### src/rtl/reg_dump_pkg.sv
// rtl/reg_dump_pkg.sv - shared state type and default sizing for the register dump reader
package reg_dump_pkg;

    typedef enum logic [1:0] {
        ST_IDLE,
        ST_ADDR,
        ST_OUT,
        ST_FIN
    } state_t;

    localparam int DEF_NUM_REGS = 8;
    localparam int DEF_WIDTH    = 16;

endpackage

### src/rtl/reg_dump_reader.sv
// rtl/reg_dump_reader.sv - walks an external register file and streams each entry out with a handshake
module reg_dump_reader
    import reg_dump_pkg::*;
#(
    parameter int NUM_REGS = DEF_NUM_REGS,
    parameter int WIDTH    = DEF_WIDTH
) (
    input  logic             Clk,
    input  logic             Reset,
    input  logic             Start,
    input  logic             Abort,
    output logic [2:0]       RD_SEL,
    input  logic [WIDTH-1:0] RD_DATA,
    output logic [WIDTH-1:0] Out_data,
    output logic [2:0]       Out_idx,
    output logic             Out_valid,
    input  logic             Out_ready,
    output logic             Busy,
    output logic             Done
);

    localparam logic [2:0] LAST_IDX = 3'(NUM_REGS - 1);

    state_t     state;
    logic [2:0] idx;

    assign RD_SEL = idx;

    always_ff @(posedge Clk or negedge Reset) begin
        if (!Reset) begin
            state     <= ST_IDLE;
            idx       <= 3'd0;
            Out_data  <= '0;
            Out_idx   <= 3'd0;
            Out_valid <= 1'b0;
            Busy      <= 1'b0;
            Done      <= 1'b0;
        end else begin
            Done <= 1'b0;
            case (state)
                ST_IDLE: begin
                    // Start together with Abort is treated as no request.
                    if (Start && !Abort) begin
                        state <= ST_ADDR;
                        idx   <= 3'd0;
                        Busy  <= 1'b1;
                    end
                end
                ST_ADDR: begin
                    if (Abort) begin
                        state <= ST_IDLE;
                        idx   <= 3'd0;
                        Busy  <= 1'b0;
                    end else begin
                        Out_data  <= RD_DATA;
                        Out_idx   <= idx;
                        Out_valid <= 1'b1;
                        state     <= ST_OUT;
                    end
                end
                ST_OUT: begin
                    // Abort wins over a handshake arriving on the same edge.
                    if (Abort) begin
                        state     <= ST_IDLE;
                        idx       <= 3'd0;
                        Out_valid <= 1'b0;
                        Busy      <= 1'b0;
                    end else if (Out_ready) begin
                        Out_valid <= 1'b0;
                        if (idx == LAST_IDX) begin
                            state <= ST_FIN;
                            Done  <= 1'b1;
                        end else begin
                            idx   <= idx + 3'd1;
                            state <= ST_ADDR;
                        end
                    end
                end
                ST_FIN: begin
                    state <= ST_IDLE;
                    idx   <= 3'd0;
                    Busy  <= 1'b0;
                end
                default: begin
                    state     <= ST_IDLE;
                    idx       <= 3'd0;
                    Out_valid <= 1'b0;
                    Busy      <= 1'b0;
                end
            endcase
        end
    end

endmodule

### config.mk
export PLATFORM = sky130hd
export DESIGN_NAME = reg_dump_reader
export DESIGN_NICKNAME = d
export VERILOG_FILES = /design/src/rtl/reg_dump_pkg.sv /design/src/rtl/reg_dump_reader.sv
export SDC_FILE = /design/constraint.sdc
export NUM_CORES = 1
export LEC_CHECK = 0
export ABC_AREA = 1
export CORE_MARGIN = 2
export CORE_UTILIZATION = 44
export DETAILED_ROUTE_END_ITERATION = 10
export PLACE_DENSITY_LB_ADDON = 0.08
export SETUP_SLACK_MARGIN = 0.5
export SYNTH_ARGS = -nofsm -noshare
export SYNTH_HDL_FRONTEND = slang
export SYNTH_SLANG_ARGS = --single-unit
### constraint.sdc
create_clock -name Clk -period 1.6 [get_ports Clk]
set_clock_uncertainty 0.1 [all_clocks]
set_input_delay 0.48 -clock Clk [delete_from_list [all_inputs] [get_ports Clk]]
set_output_delay 0.48 -clock Clk [all_outputs]
set_load 0.05 [all_outputs]
==> impl_summary.md, run 1 <==
Outcome
The run stopped with a tool error. The stage where the flow stopped is global routing. The tool reported: "[ERROR DPL-0033] detailed placement checks failed during check placement".

Placed design
In this run the tool buffered the top-level ports with 45 buffer cells. Detailed placement ended at an HPWL of 2.470 mm. At the end of routability-driven placement, the weighted congestion stood at 0.7726. The placed instances occupy a cell area of 2156 µm².

CTS
The number of buffers added to fix hold violations after cts is 0. In this run the number of H-tree levels came out at 1. The clock sink count is 27. The number of buffers created by CTS is 3. The clock tree buffer depth is 2.

The cell sitting at the root of the clock tree is a sky130_fd_sc_hd__clkbuf_4.

Floorplanning
For this configuration, the core starts out at a cell density of 46.28%. The die is 57.86 µm wide. The initialized floorplan defines 19 standard-cell rows.

The overall die height is 57.86 µm. The total I/O pin count is 46.

Timing
The kind of the worst endpoint is a top-level output. When the last timing repair stopped, the worst path ended at RD_SEL[0].

Synthesis
After synthesis, the cell types taking the most area are sky130_fd_sc_hd__dfrtp_1 53%, sky130_fd_sc_hd__nand2_1 15%, sky130_fd_sc_hd__nand3_1 6.3%. The cell taking the most area after synthesis is sky130_fd_sc_hd__dfrtp_1. The synthesized netlist devotes 5.882% of its cell area to adder and majority cells.

The share of the Yosys chip area taken by registers is 52.94%. The portion of synthesized area spent on multiplexers is 0%. The commonest register cell after synthesis is sky130_fd_sc_hd__dfrtp_1. The count of flip-flops with a built-in enable after synthesis is 0. The compound-cell area share of the yosys netlist is 5.196%.

The synthesized-area fraction occupied by xor and xnor cells is 0%. The net count after synthesis is 170. The dominant cell by count in the synthesized netlist is sky130_fd_sc_hd__nand2_1. In the synthesized netlist, the cells that appear most often are 50 x sky130_fd_sc_hd__nand2_1, 27 x sky130_fd_sc_hd__dfrtp_1, 16 x sky130_fd_sc_hd__nand3_1.

The synthesized flop and latch total is 27. The area share of and/or/nand/nor cells after synthesis is 29.02%. The cell area after technology mapping is 1276 µm². After synthesis, the share of flip-flops with an asynchronous set or reset is 100.0%. The synthesized area per cell is 8.925 µm². In the synthesized netlist, the number of instances is 143. By area, the combinational part of the netlist is dominated by simple AND/OR/NAND/NOR gates. The portion of synthesized cell area occupied by the leading cell type is 52.94%. The synthesized netlist contains 18 unique library cells. The Yosys step of the flow raised 0 warnings.

Global route
Entering global routing, the biggest net connects 28 pins. The initial antenna violation count is 0.
[per-stage QoR]
stage / setup slack, ns / instances / util [%]
after CTS: 0.04368 / 235 / 90.47
after detailed placement: -0.2375 / 220 / 78.18
after global placement: -0.1456 / 220 / 78.18
after floorplan: 0.2096 / 143 / -
[repair_timing]
item | in CTS
setup endpoints to repair | 52
pin swaps | 18
setup buffers | 8
resized for setup | 48
gates cloned | 3
[cell families after synthesis]
group | after synthesis
AO/OA/AOI/OAI | 11
adder cells (fa/ha/maj) | 6
AND/OR/NAND/NOR | 81
buffers and inverters | 18
flip-flops | 27
==> run 2: changes to the inputs <==
- CORE_AREA: not set -> 2 2 63 65
- CORE_MARGIN: 2 -> not set
- CORE_UTILIZATION: 44 -> not set
- DIE_AREA: not set -> 0 0 65 67
- PLACE_DENSITY_LB_ADDON: 0.08 -> 0.15
- SETUP_SLACK_MARGIN: 0.5 -> not set
==> run 2 against run 1 <==
Effect of this change: the run now ends clean; area after synthesis stayed put; synthesized cell count unchanged.
==> impl_summary.md, run 2 <==
Global route
After global routing the overflow that remains totals 0. The first global-routing pass estimated 4.974 mm of wire. The initial antenna violation count is 0. Entering global routing, the biggest net connects 28 pins. The via count of the first global-routing pass is 1,154. In the global route stage, overall resource usage came out at 14.78%.

Synthesis
The portion of synthesized cell area occupied by the leading cell type is 52.94% (unchanged). The largest family of logic cells by synthesized area is simple AND/OR/NAND/NOR gates. Sorting the synthesized cells by how often they occur yields 50 x sky130_fd_sc_hd__nand2_1, 27 x sky130_fd_sc_hd__dfrtp_1, 16 x sky130_fd_sc_hd__nand3_1.

The synthesized-area fraction occupied by xor and xnor cells is 0% (unchanged). The dominant cell by count in the synthesized netlist is sky130_fd_sc_hd__nand2_1. The sequential element share of the synthesized area is 52.94% (unchanged). The number of warnings printed during yosys synthesis was 0 (unchanged).

The area share of and/or/nand/nor cells after synthesis is 29.02% (unchanged). The synthesized flop and latch total is 27 (unchanged). The number of standard cells after synthesis is 143 (unchanged).

The adder-cell share of the synthesized area is 5.882% (unchanged). The post-synthesis async set-or-reset flop share is 100.0% (unchanged). After synthesis, the cell types taking the most area are sky130_fd_sc_hd__dfrtp_1 53%, sky130_fd_sc_hd__nand2_1 15%, sky130_fd_sc_hd__nand3_1 6.3%. The compound-cell area share of the yosys netlist came to 5.196% (unchanged). The synthesized area per cell is 8.925 µm² (unchanged). The cell taking the most area after synthesis is sky130_fd_sc_hd__dfrtp_1.

The net count after synthesis is 170 (unchanged). The count of flip-flops with a built-in enable after synthesis was 0 (unchanged). The mux cell area share after synthesis is 0% (unchanged). The cell area after technology mapping is 1276 µm² (unchanged). The number of distinct library cells after synthesis is 18 (unchanged). The commonest register cell after synthesis is sky130_fd_sc_hd__dfrtp_1.

Placed design
The pre-CTS worst setup slack is -0.1685 ns (+0.06908 ns). The detailed placement HPWL is 2.307 mm (-6.6%). The number of I/O port buffers is 45 (unchanged). The final RePlAce weighted congestion was 0.8309 (+7.5%).

CTS
The master cell of the clock root buffer is sky130_fd_sc_hd__clkbuf_8. The clock tree buffer depth is 2 (unchanged). The number of buffers added to fix hold violations after cts is 0 (unchanged). The clock-pin transition on the worst setup and hold timing paths is 0.10 ns. The clock network latency to the later pin of the worst-skew pair is 0.28 ns. The number of buffers created by CTS is 3 (unchanged). The level count of the clock H-tree is 1 (unchanged). The TritonCTS clock tree is yes. The clock sink count is 27 (unchanged).

Critical path
The type of destination of the critical path is an output pin. The worst register-to-register path ends at RD_SEL[2]. The nature of the critical path startpoint is a flop. In this run the worst path has a maximum fanout of 4. The slowest cell on the critical path is sky130_fd_sc_hd__dfrtp_1.

The largest stage delay on the critical path is 0.45 ns. The family with the most delay on the worst path is flip-flops. The path depth of the worst reg2reg path is 6. Walking the worst path, the cells encountered are buf_12. The start of the worst register-to-register path is RD_SEL[0]. Counting both buffers and inverters, the worst setup path holds a total of 1. STA puts the critical path data required time at 1.02 ns. Data on the critical path arrives at its endpoint at 0.90 ns. The type of the worst setup path is reg -> out. The internal reg-to-reg setup slack is 0.14 ns.

Worst hold path
The instance count along the most critical hold path is 2. The class of the tightest hold or removal check is reg -> reg. In this run the most critical hold path is launched from Out_data[3]. The worst hold path terminates at Out_data[3].

Outcome
The run finished with clean final reports.

Final layout
The register with the most flip-flops in the layout has 16 of them. In the final design database the tool counted 222 nets. In the layout the commonest cells are 50 x sky130_fd_sc_hd__nand2_1, 27 x sky130_fd_sc_hd__dfrtp_1, 26 x sky130_fd_sc_hd__buf_12. The area growth from synthesis to layout is 65.88%. The most frequent standard cell in the layout excluding fill and tap cells is sky130_fd_sc_hd__nand2_1. The register bank with the most flops is Out_data. The core utilization of the finished layout is 58.71%. The fraction of final layout cells with drive strength greater than 1 is 25.26%.

The repair_antennas step left the layout with diodes totalling 0. The number of fill cells in the layout is 329.

Floorplanning
The effective utilization at floorplan is 35.39% (-11 points). The total die area is 4355 µm². The chip width came to 65 µm (+12%). The total I/O pin count is 46 (unchanged). After floorplanning, the core was sized to cover 3606 µm².

The overall die height was 67 µm (+16%). The number of core rows is 22 (+3).

Routing
After detailed routing, the number of remaining DRC violations is 0. For this block, the via count after detailed routing is 1,099. The detail-routed via count per cell is 4.541. The final antenna-violating net count is 0. For this block, the routed nets add up to 2.906 mm of wire. The average wire length per cell after detail routing is 12.01 µm. The number of detailed-routing iterations run before antenna repair is 4. The DRC marker count from the first detailed-route iteration is 57.

Timing
The final-report setup violation count is 0. The transition time of the tightest slew-check pin is 0.2190 ns. Measured against its own limit, the worst slew margin works out to 85.40%. The count of endpoints failing hold in the final timing report is 0. The final-layout setup total negative slack is 0 ns. Dividing the final minimum period by the clock period gives 92.70%.

The achievable clock frequency is 0.6742 GHz. The clock period could shrink to 1.483 ns. Setup slack on the critical path of the routed design comes to 0.1168 ns. The tightest hold path in the finished design has a slack of 0.4424 ns. Setup repair after global routing left no endpoint under its margin. The number of max-slew violations in the final report is 0.

Power and ir drop
The power density over the cells is 2028 nW/µm². The peak supply drop is 0.001222 V. Total power for the finished layout comes to 0.004293 W.

In this run the static leakage power is 1.042 nW.

Job
The max capacitance violation total is 0.
## run 2: cell counts after synthesis
No cell type changed its count.
## run 2: layer usage
metal  global-route usage (%)  vias up  share of wire (%)  wire (µm)
li1                         -      546                  -          -
met1                    16.31      525                 39       1145
met2                    28.09       26                 54       1566
met3                    2.872        2                5.8        168
met4                    5.053        0               0.86         25
met5                        0        -                  0          0
## run 2: worst max-delay path by stage
stage | from | to | slack (ns) | cells past startpoint
2_1_floorplan | RD_SEL[0] | RD_SEL[0] | 0.004 | 6
3_3_place_gp | Abort | RD_SEL[1] | -0.10 | 7
3_5_place_dp | Abort | RD_SEL[2] | -0.17 | 7
4_1_cts | RD_SEL[0] | RD_SEL[0] | 0.10 | 1
5_1_grt | RD_SEL[0] | RD_SEL[2] | 0.01 | 6
6_report | RD_SEL[0] | RD_SEL[0] | 0.12 | 1
## run 2: power by group
group / total [W] / switching [W] / internal (W) / leakage (nW)
Sequential: 0.00121 / 0.000274 / 0.000938 / 0.345
Clock: 0.000402 / 0.000225 / 0.000177 / 0.0217
Combinational: 0.00268 / 0.00147 / 0.00121 / 0.676
## run 2: cell type report
type,instances,area (µm²),share of cell area (%)
tap,48,60.06,2.837
sequential,27,675.6,31.91
clock buffer,3,41.29,1.950
multi-input combinational,98,514.2,24.29
inverter,12,45.04,2.128
clock inverter,1,7.507,0.3546
timing repair buffer,53,773.2,36.52
## run 2: per-stage QoR
step                instances  instance area (µm²)
floorplan                 143                 1276
global placement          238                 2066
detailed placement        238                 2066
CTS                       242                 2115
global route              242                 2117
finish                    242                 2117
## run 2: timing repair
item | 4_1_cts | 5_1_grt
setup buffers | 0 | 0
endpoints found under the setup margin | 0 | 2
gates resized for setup | 0 | 1
## run 2: kinds of logic (layout without fill, tap and decap cells)
| logic type | count (synthesis) | count (layout) |
|---|---|---|
| adders and majority gates | 6 | 6 |
| AOI/OAI and AO/OA | 11 | 11 |
| DFF | 27 | 27 |
| buffers and inverters | 18 | 69 |
| and+or+nand+nor | 81 | 81 |
No activity file was read; power rests on OpenSTA's default activity.
==> run 3: changes to the inputs <==
- SETUP_SLACK_MARGIN: not set -> 0.1
==> run 3 against run 2 <==
Effect of this change: clock power fell by 3%; final cell count increased by 1.2%; first-iteration DRC count is 51% lower; critical endpoint is now RD_SEL[1]; critical path type is now reg -> reg.
==> impl_summary.md, run 3 (same netlist as run 2, synthesis figures left out) <==
Placed design
The detailed placement HPWL is 2.311 mm (+0.16%). The area of placed instances is 2076 µm² (+0.48%). The final RePlAce weighted congestion is 0.8388 (+0.95%).

The number of placed instances with taps included is 239 (+0.42%). The number of I/O port buffers is 45 (unchanged).

CTS
The clock-pin transition on the worst setup and hold timing paths was 0.09 ns (about the same). The level count of the clock H-tree is 1 (unchanged). The number of buffers added to fix hold violations after cts came to 0 (unchanged). The number of buffers created by CTS is 3 (unchanged).

The clock network latency to the later pin of the worst-skew pair is 0.27 ns (about the same). The clock sink count is 27 (unchanged). The master cell of the clock root buffer is sky130_fd_sc_hd__clkbuf_8.

The TritonCTS clock tree is yes. The clock tree buffer depth was 2 (unchanged).

Floorplanning
The total I/O pin count came to 46 (unchanged). The total die area was 4355 µm² (unchanged). The overall die height is 67 µm (unchanged).

The number of core rows is 22 (unchanged). The chip width is 65 µm (unchanged). The effective utilization at floorplan is 35.39% (unchanged). The total core area is 3606 µm² (unchanged).

Global route
The initial antenna violation count is 0 (unchanged). The total grt overflow is 0 (unchanged). The via count of the first global-routing pass is 1,093 (-5.3%). The global routing usage summed across all routing layers came to 14.88% (+0.098 points). The maximum number of pins on one net before global-route repair is 28 (unchanged). The global-route wire length before repair is 4.912 mm (-1.2%).

Power and ir drop
The peak supply drop is 0.0009631 V (-21%). The total leakage power came to 1.063 nW (+2.0%). The power density over the cells came to 2025 nW/µm² (-0.14%). The final total power is 0.004345 W (+1.2%).

Timing
The shortest period the worst path allows is 1.456 ns (-0.02744 ns). The count of endpoints failing hold in the final timing report is 0 (unchanged). The tightest slew margin relative to the limit came to 89.62% (+4.2 points). The final-report setup violation count is 0 (unchanged). The achievable clock frequency is 0.6869 GHz (+1.9%). The share of the cycle needed by the critical path after routing came to 90.99% (-1.7 points). Setup repair after global routing could not meet its margin everywhere.

The number of max-slew violations in the final report is 0 (unchanged). The transition time of the tightest slew-check pin is 0.1547 ns (-0.06431 ns).

Routing
The number of design rule violations left after detail routing was 0 (unchanged). The DRC marker count from the first detailed-route iteration came to 28 (-51%). The final antenna-violating net count is 0 (unchanged). The number of detailed-routing iterations run before antenna repair is 4 (unchanged). The final wirelength is 3.056 mm (+5.2%). The detail-routed via count per cell is 4.486 (-1.2%). The average wire length per cell after detail routing is 12.47 µm (+3.9%).

The total number of vias is 1,099 (unchanged).

Critical path
The worst setup path is launched from a flop. The critical path required time is 1.66 ns (+0.64 ns). The launching instance or port of the critical path is RD_SEL[0].

The internal reg-to-reg setup slack is 0.14 ns (about the same). The worst register-to-register path begins at RD_SEL[0]. The path depth of the worst reg2reg path is 6 (unchanged). The worst path arrival time is 1.52 ns (+0.62 ns). Following the worst setup path forward leads to its endpoint at RD_SEL[1]. The type of the worst setup path is reg -> reg. The destination of the worst register-to-register timing path is RD_SEL[1].

The maximum fanout along the worst path is 5 (+1). The type of destination of the critical path is a flop.

Job
The max capacitance violation total is 0 (unchanged).

Final layout
The library cell used most frequently in the layout, excluding fill and tap cells, is sky130_fd_sc_hd__nand2_1. The area of all placed cells without fillers is 2146 µm² (+1.4%). The post-layout instance count excluding filler cells is 245 (+1.2%).

The number of fill cells in the layout is 295 (-10%). The fraction of final layout cells with drive strength greater than 1 is 27.41% (+2.2 points). The area growth from synthesis to layout is 68.14%. The register bank with the most flops is Out_data. The flip-flop count of the largest register after layout was 16 (unchanged). In the layout the commonest cells are 50 x sky130_fd_sc_hd__nand2_1, 26 x sky130_fd_sc_hd__buf_12, 25 x sky130_fd_sc_hd__dfrtp_1.

The final layout net count is 225 (+1.4%). The count of antenna diodes in the layout is 0 (unchanged).

Worst hold path
In this run the worst hold path is classified as reg -> reg.

Outcome
The run finished with clean final reports.
## run 3: metal layers
| metal | GRT usage [%] | up-vias | wire (µm) |
|---|---|---|---|
| met1 | 17.34 | 501 | 1247 |
| li1 | - | 553 | - |
| met4 | 6.649 | 0 | 54 |
| met3 | 3.209 | 6 | 176 |
| met2 | 26.16 | 39 | 1577 |
| met5 | 0 | - | 0 |
## run 3: per-stage QoR
step | setup TNS [ns] | worst slack, ns | utilization, % | hold WS (ns)
detailed placement | -2.802 | -0.1847 | 57.56 | 0.4214
finish | 0 | 0.1442 | 59.51 | 0.4363
CTS | 0 | 0.1005 | 58.81 | 0.4437
global route | 0 | 0.09273 | 59.51 | 0.4726
global placement | -1.855 | -0.1168 | 57.56 | 0.4107
floorplan | 0 | 0.1115 | - | 0.08441
## run 3: area by class of cell
type	count	area (µm²)	area share [%]
timing repair buffer	56	798.3	37.20
sequential	27	678.2	31.60
multi-input combinational	98	516.7	24.08
tap	48	60.06	2.799
inverter	12	47.55	2.216
clock buffer	4	45.04	2.099
## run 3: how the worst min path moves through the flow
stage | cells past startpoint | slack (ns) | endpoint | startpoint
after detailed placement | 2 | 0.42 | Out_data[7] | Out_data[7]
after global placement | 2 | 0.41 | state[1] | state[1]
after global routing | 2 | 0.47 | Done | Reset
after CTS | 2 | 0.44 | Out_data[7] | Out_data[7]
final | 2 | 0.44 | Out_data[7] | Out_data[7]
after floorplan | 0 | 0.08 | Busy | Reset
## run 3: critical path: stages (launching register included)
cell and delay, ns:
sky130_fd_sc_hd__dfrtp_2 0.45, sky130_fd_sc_hd__ha_1 0.20, sky130_fd_sc_hd__ha_1 0.19, sky130_fd_sc_hd__nand3_2 0.10
sky130_fd_sc_hd__nand2_4 0.08, sky130_fd_sc_hd__o21bai_1 0.16, sky130_fd_sc_hd__nand2_1 0.07
## run 3: timing repair
action | 4_1_cts | 5_1_grt
setup endpoints to repair | 0 | 6
resized for setup | 0 | 4
buffers inserted | 0 | 2
## run 3: power breakdown
| part | total, W | internal [W] | switching [W] | leakage, nW |
|---|---|---|---|---|
| clock | 0.000390 | 0.000179 | 0.000211 | 0.0228 |
| sequential | 0.00121 | 0.000939 | 0.000271 | 0.341 |
| combinational | 0.00274 | 0.00125 | 0.00149 | 0.699 |
| total | 0.00435 | 0.00237 | 0.00198 | 1.06 |
==> run 4: changes to the inputs <==
--- a/config.mk
+++ b/config.mk
@@ -9,2 +9,3 @@
 export CORE_AREA = 2 2 63 65
+export CTS_CLUSTER_DIAMETER = 60
 export DETAILED_ROUTE_END_ITERATION = 10
==> constraint.sdc (replaced) <==
create_clock -name Clk -period 1.6 [get_ports Clk]
set_clock_uncertainty 0.1 [all_clocks]
set_input_delay 0.16 -clock Clk [delete_from_list [all_inputs] [get_ports Clk]]
set_output_delay 0.16 -clock Clk [all_outputs]
set_load 0.05 [all_outputs]
==> run 4 against run 3 <==
Effect of this change: clock power hardly changed; global-route usage is 0.52 points lower; power is 16% lower; maximum frequency is 2.6% higher; clock-buffer cell count is 1 lower; largest cell class is now flip-flops and latches; largest power group unchanged.
==> impl_summary.md, run 4 (same netlist as run 2, synthesis figures left out) <==
Final layout
The count of antenna diodes in the layout came to 0 (unchanged). Compared with the post-synthesis result, the final layout area differs by 40.98%. The number of fill cells in the layout was 356 (+21%). The sequential cell area in the final layout was 678.2 µm² (unchanged). In the layout the commonest cells are 50 x sky130_fd_sc_hd__nand2_1, 31 x sky130_fd_sc_hd__buf_4, 25 x sky130_fd_sc_hd__dfrtp_1. The total area of multi-input combinational cells came to 516.7 µm² (unchanged).

The core utilization of the finished layout is 49.90% (-9.6 points). The fraction of final layout cells with drive strength greater than 1 was 26.42% (-0.99 points). The final layout net count came to 221 (-1.8%). The register bank with the most flops is Out_data. Leaving out fill and tap cells, the most frequent cell in the layout is sky130_fd_sc_hd__nand2_1. The flip-flop count of the largest register after layout is 16 (unchanged).

Worst hold path
The class of the tightest hold or removal check is in -> async.

Power and ir drop
The power spent charging and discharging nets is 0.001840 W (-6.9%). The total leakage power is 0.9445 nW (-11%). The sequential group share of total power is 29.7% (+1.8 points).

The total internal power was 0.001805 W (-24%). The clock network fraction of total power came to 10.6% (+1.6 points). The switching share of power is 50.48% (+5.0 points). The portion of total power attributed to combinational logic is 59.7% (-3.5 points). The power density over the cells came to 2026 nW/µm² (about the same). The peak supply drop is 0.0009047 V (-6.1%).

Timing
The share of the cycle needed by the critical path after routing is 88.68% (-2.3 points). The transition time of the tightest slew-check pin came to 0.3336 ns (+0.1788 ns). The achievable clock frequency is 0.7048 GHz (+2.6%). The worst slack on hold paths was 0.1527 ns (-0.2836 ns). The count of endpoints failing hold in the final timing report is 0 (unchanged). The final-layout setup total negative slack was 0 ns (unchanged). The final-report setup violation count was 0 (unchanged). The number of max-slew violations in the final report came to 0 (unchanged). Setup repair after global routing left no endpoint under its margin. The shortest period the worst path allows came to 1.419 ns (-0.03699 ns). The tightest slew margin relative to the limit is 77.76% (-12 points).

Routing
The number of detailed-routing iterations run before antenna repair is 2 (-2). The average wire length per cell after detail routing is 11.92 µm (-4.4%). The number of design rule violations left after detail routing is 0 (unchanged). The DRC marker count from the first detailed-route iteration was 25 (-11%). The detail-routed via count per cell is 4.552 (+1.5%). The final antenna-violating net count is 0 (unchanged). The total number of vias is 1,097 (-0.18%).

The final wirelength is 2.873 mm (-6.0%).

CTS
The clock network latency to the later pin of the worst-skew pair came to 0.27 ns (about the same). The cell sitting at the root of the clock tree is a sky130_fd_sc_hd__clkbuf_8. The clock-pin transition on the worst setup and hold timing paths is 0.09 ns (about the same).

The clock sink count is 27 (unchanged). The number of buffers created by CTS was 3 (unchanged). The TritonCTS clock tree is yes. The number of buffers added to fix hold violations after cts is 0 (unchanged). The level count of the clock H-tree was 1 (unchanged). The clock tree buffer depth is 2 (unchanged).

Placed design
The detailed placement HPWL is 2.184 mm (-5.5%). The final RePlAce weighted congestion is 0.8026 (-4.3%). The number of I/O port buffers was 45 (unchanged).

Critical path
The cell seen most often among critical-path stages is sky130_fd_sc_hd__ha_1. The worst path arrival time is 1.48 ns (-0.04 ns). The maximum fanout along the worst path was 5 (unchanged). Traced cell by cell, the critical path runs through ha_1 -> ha_1 -> nand3_2 -> nand2_4 -> o21bai_1 -> nand2_1. The worst setup path is captured at a flop. The largest stage delay on the critical path is 0.42 ns (-0.03 ns).

The worst setup path is launched from a flop. The critical path required time is 1.66 ns (about the same). The path depth of the worst reg2reg path is 6 (unchanged). The type of the worst setup path is reg -> reg.

The slowest cell on the critical path is sky130_fd_sc_hd__dfrtp_2.

Global route
The via count of the first global-routing pass is 1,049 (-4.0%). The global routing usage summed across all routing layers came to 14.36% (-0.52 points). The global-route wire length before repair is 4.816 mm (-2.0%). The total grt overflow was 0 (unchanged). The maximum number of pins on one net before global-route repair is 28 (unchanged). The initial antenna violation count is 0 (unchanged).

Floorplanning
The total core area is 3606 µm² (unchanged). The total I/O pin count was 46 (unchanged). The chip width came to 65 µm (unchanged). The overall die height came to 67 µm (unchanged). The total die area is 4355 µm² (unchanged). The number of core rows was 22 (unchanged). The effective utilization at floorplan is 35.39% (unchanged).

Job
The max capacitance violation total is 0 (unchanged).

Outcome
The flow ran to the end, and the final reports show no timing, DRC or antenna violations.
## run 4: changes by cell type in the layout (fill, tap and decap cells not counted), sizes merged
cell	before	now
buf	36	32
clkbuf	4	3
clkdlybuf4s50	19	20
clkinv	0	1
dlymetal6s2s	1	0
## run 4: worst paths after layout
check,start,to,slack [ns]
setup / recovery,RD_SEL[1],RD_SEL[2],0.18
hold reg to reg,Out_data[8],Out_data[8],0.38
setup reg to reg,RD_SEL[1],RD_SEL[2],0.18
hold / removal,Reset,Out_idx[0],0.15
max in group asynchronous,Reset,RD_SEL[1],0.98
min in group Clk,RD_DATA[11],Out_data[11],0.33
## run 4: power groups by stage
stage	Clock [W]	Sequential (W)	Combinational (W)
final	0.000387	0.00108	0.00218
after global routing	0.000444	0.00112	0.00234
after CTS	0.000406	0.00109	0.00218
after detailed placement	0	0.00110	0.00217
after global placement	0	0.00109	0.00213
after floorplan	0	0.00188	0.000703
## run 4: metrics by stage
step	setup WS [ns]	total power (W)	instance area (µm²)	cells
global placement	0.1736	0.003224	1740	236
CTS	0.1517	0.003671	1787	240
global route	0.1128	0.003906	1799	241
detailed placement	0.1558	0.003273	1740	236
finish	0.1812	0.003646	1799	241
floorplan	0.1115	0.002579	1279	143
## run 4: what timing repair did
action,4_1_cts,5_1_grt
hold endpoints to repair,0,0
setup endpoints to repair,0,16
setup buffers,0,1
resized for setup,0,2
## run 4: final cells by class
cell class                 count  share of cell area, %
timing repair buffer          52                  25.17
sequential                    27                  37.69
inverter                      12                  2.503
multi-input combinational     98                  28.72
tap                           48                  3.338
clock inverter                 1                 0.2782
clock buffer                   3                  2.295
## run 4: critical path, delay by kind of cell (launching register included)
kind | cells | cell delay, ns
and+or+nand+nor | 3 | 0.24
AOI/OAI and AO/OA | 1 | 0.16
DFF | 1 | 0.42
adders and majority gates | 2 | 0.38
## run 4: per-layer routing
layer  routed length [µm]  up-vias  track usage (%)
met5                    0        -                0
met4                   40        0            5.585
met3                  186        6            3.547
met2                 1435       29            23.84
met1                 1211      516            17.94
li1                     -      546                -
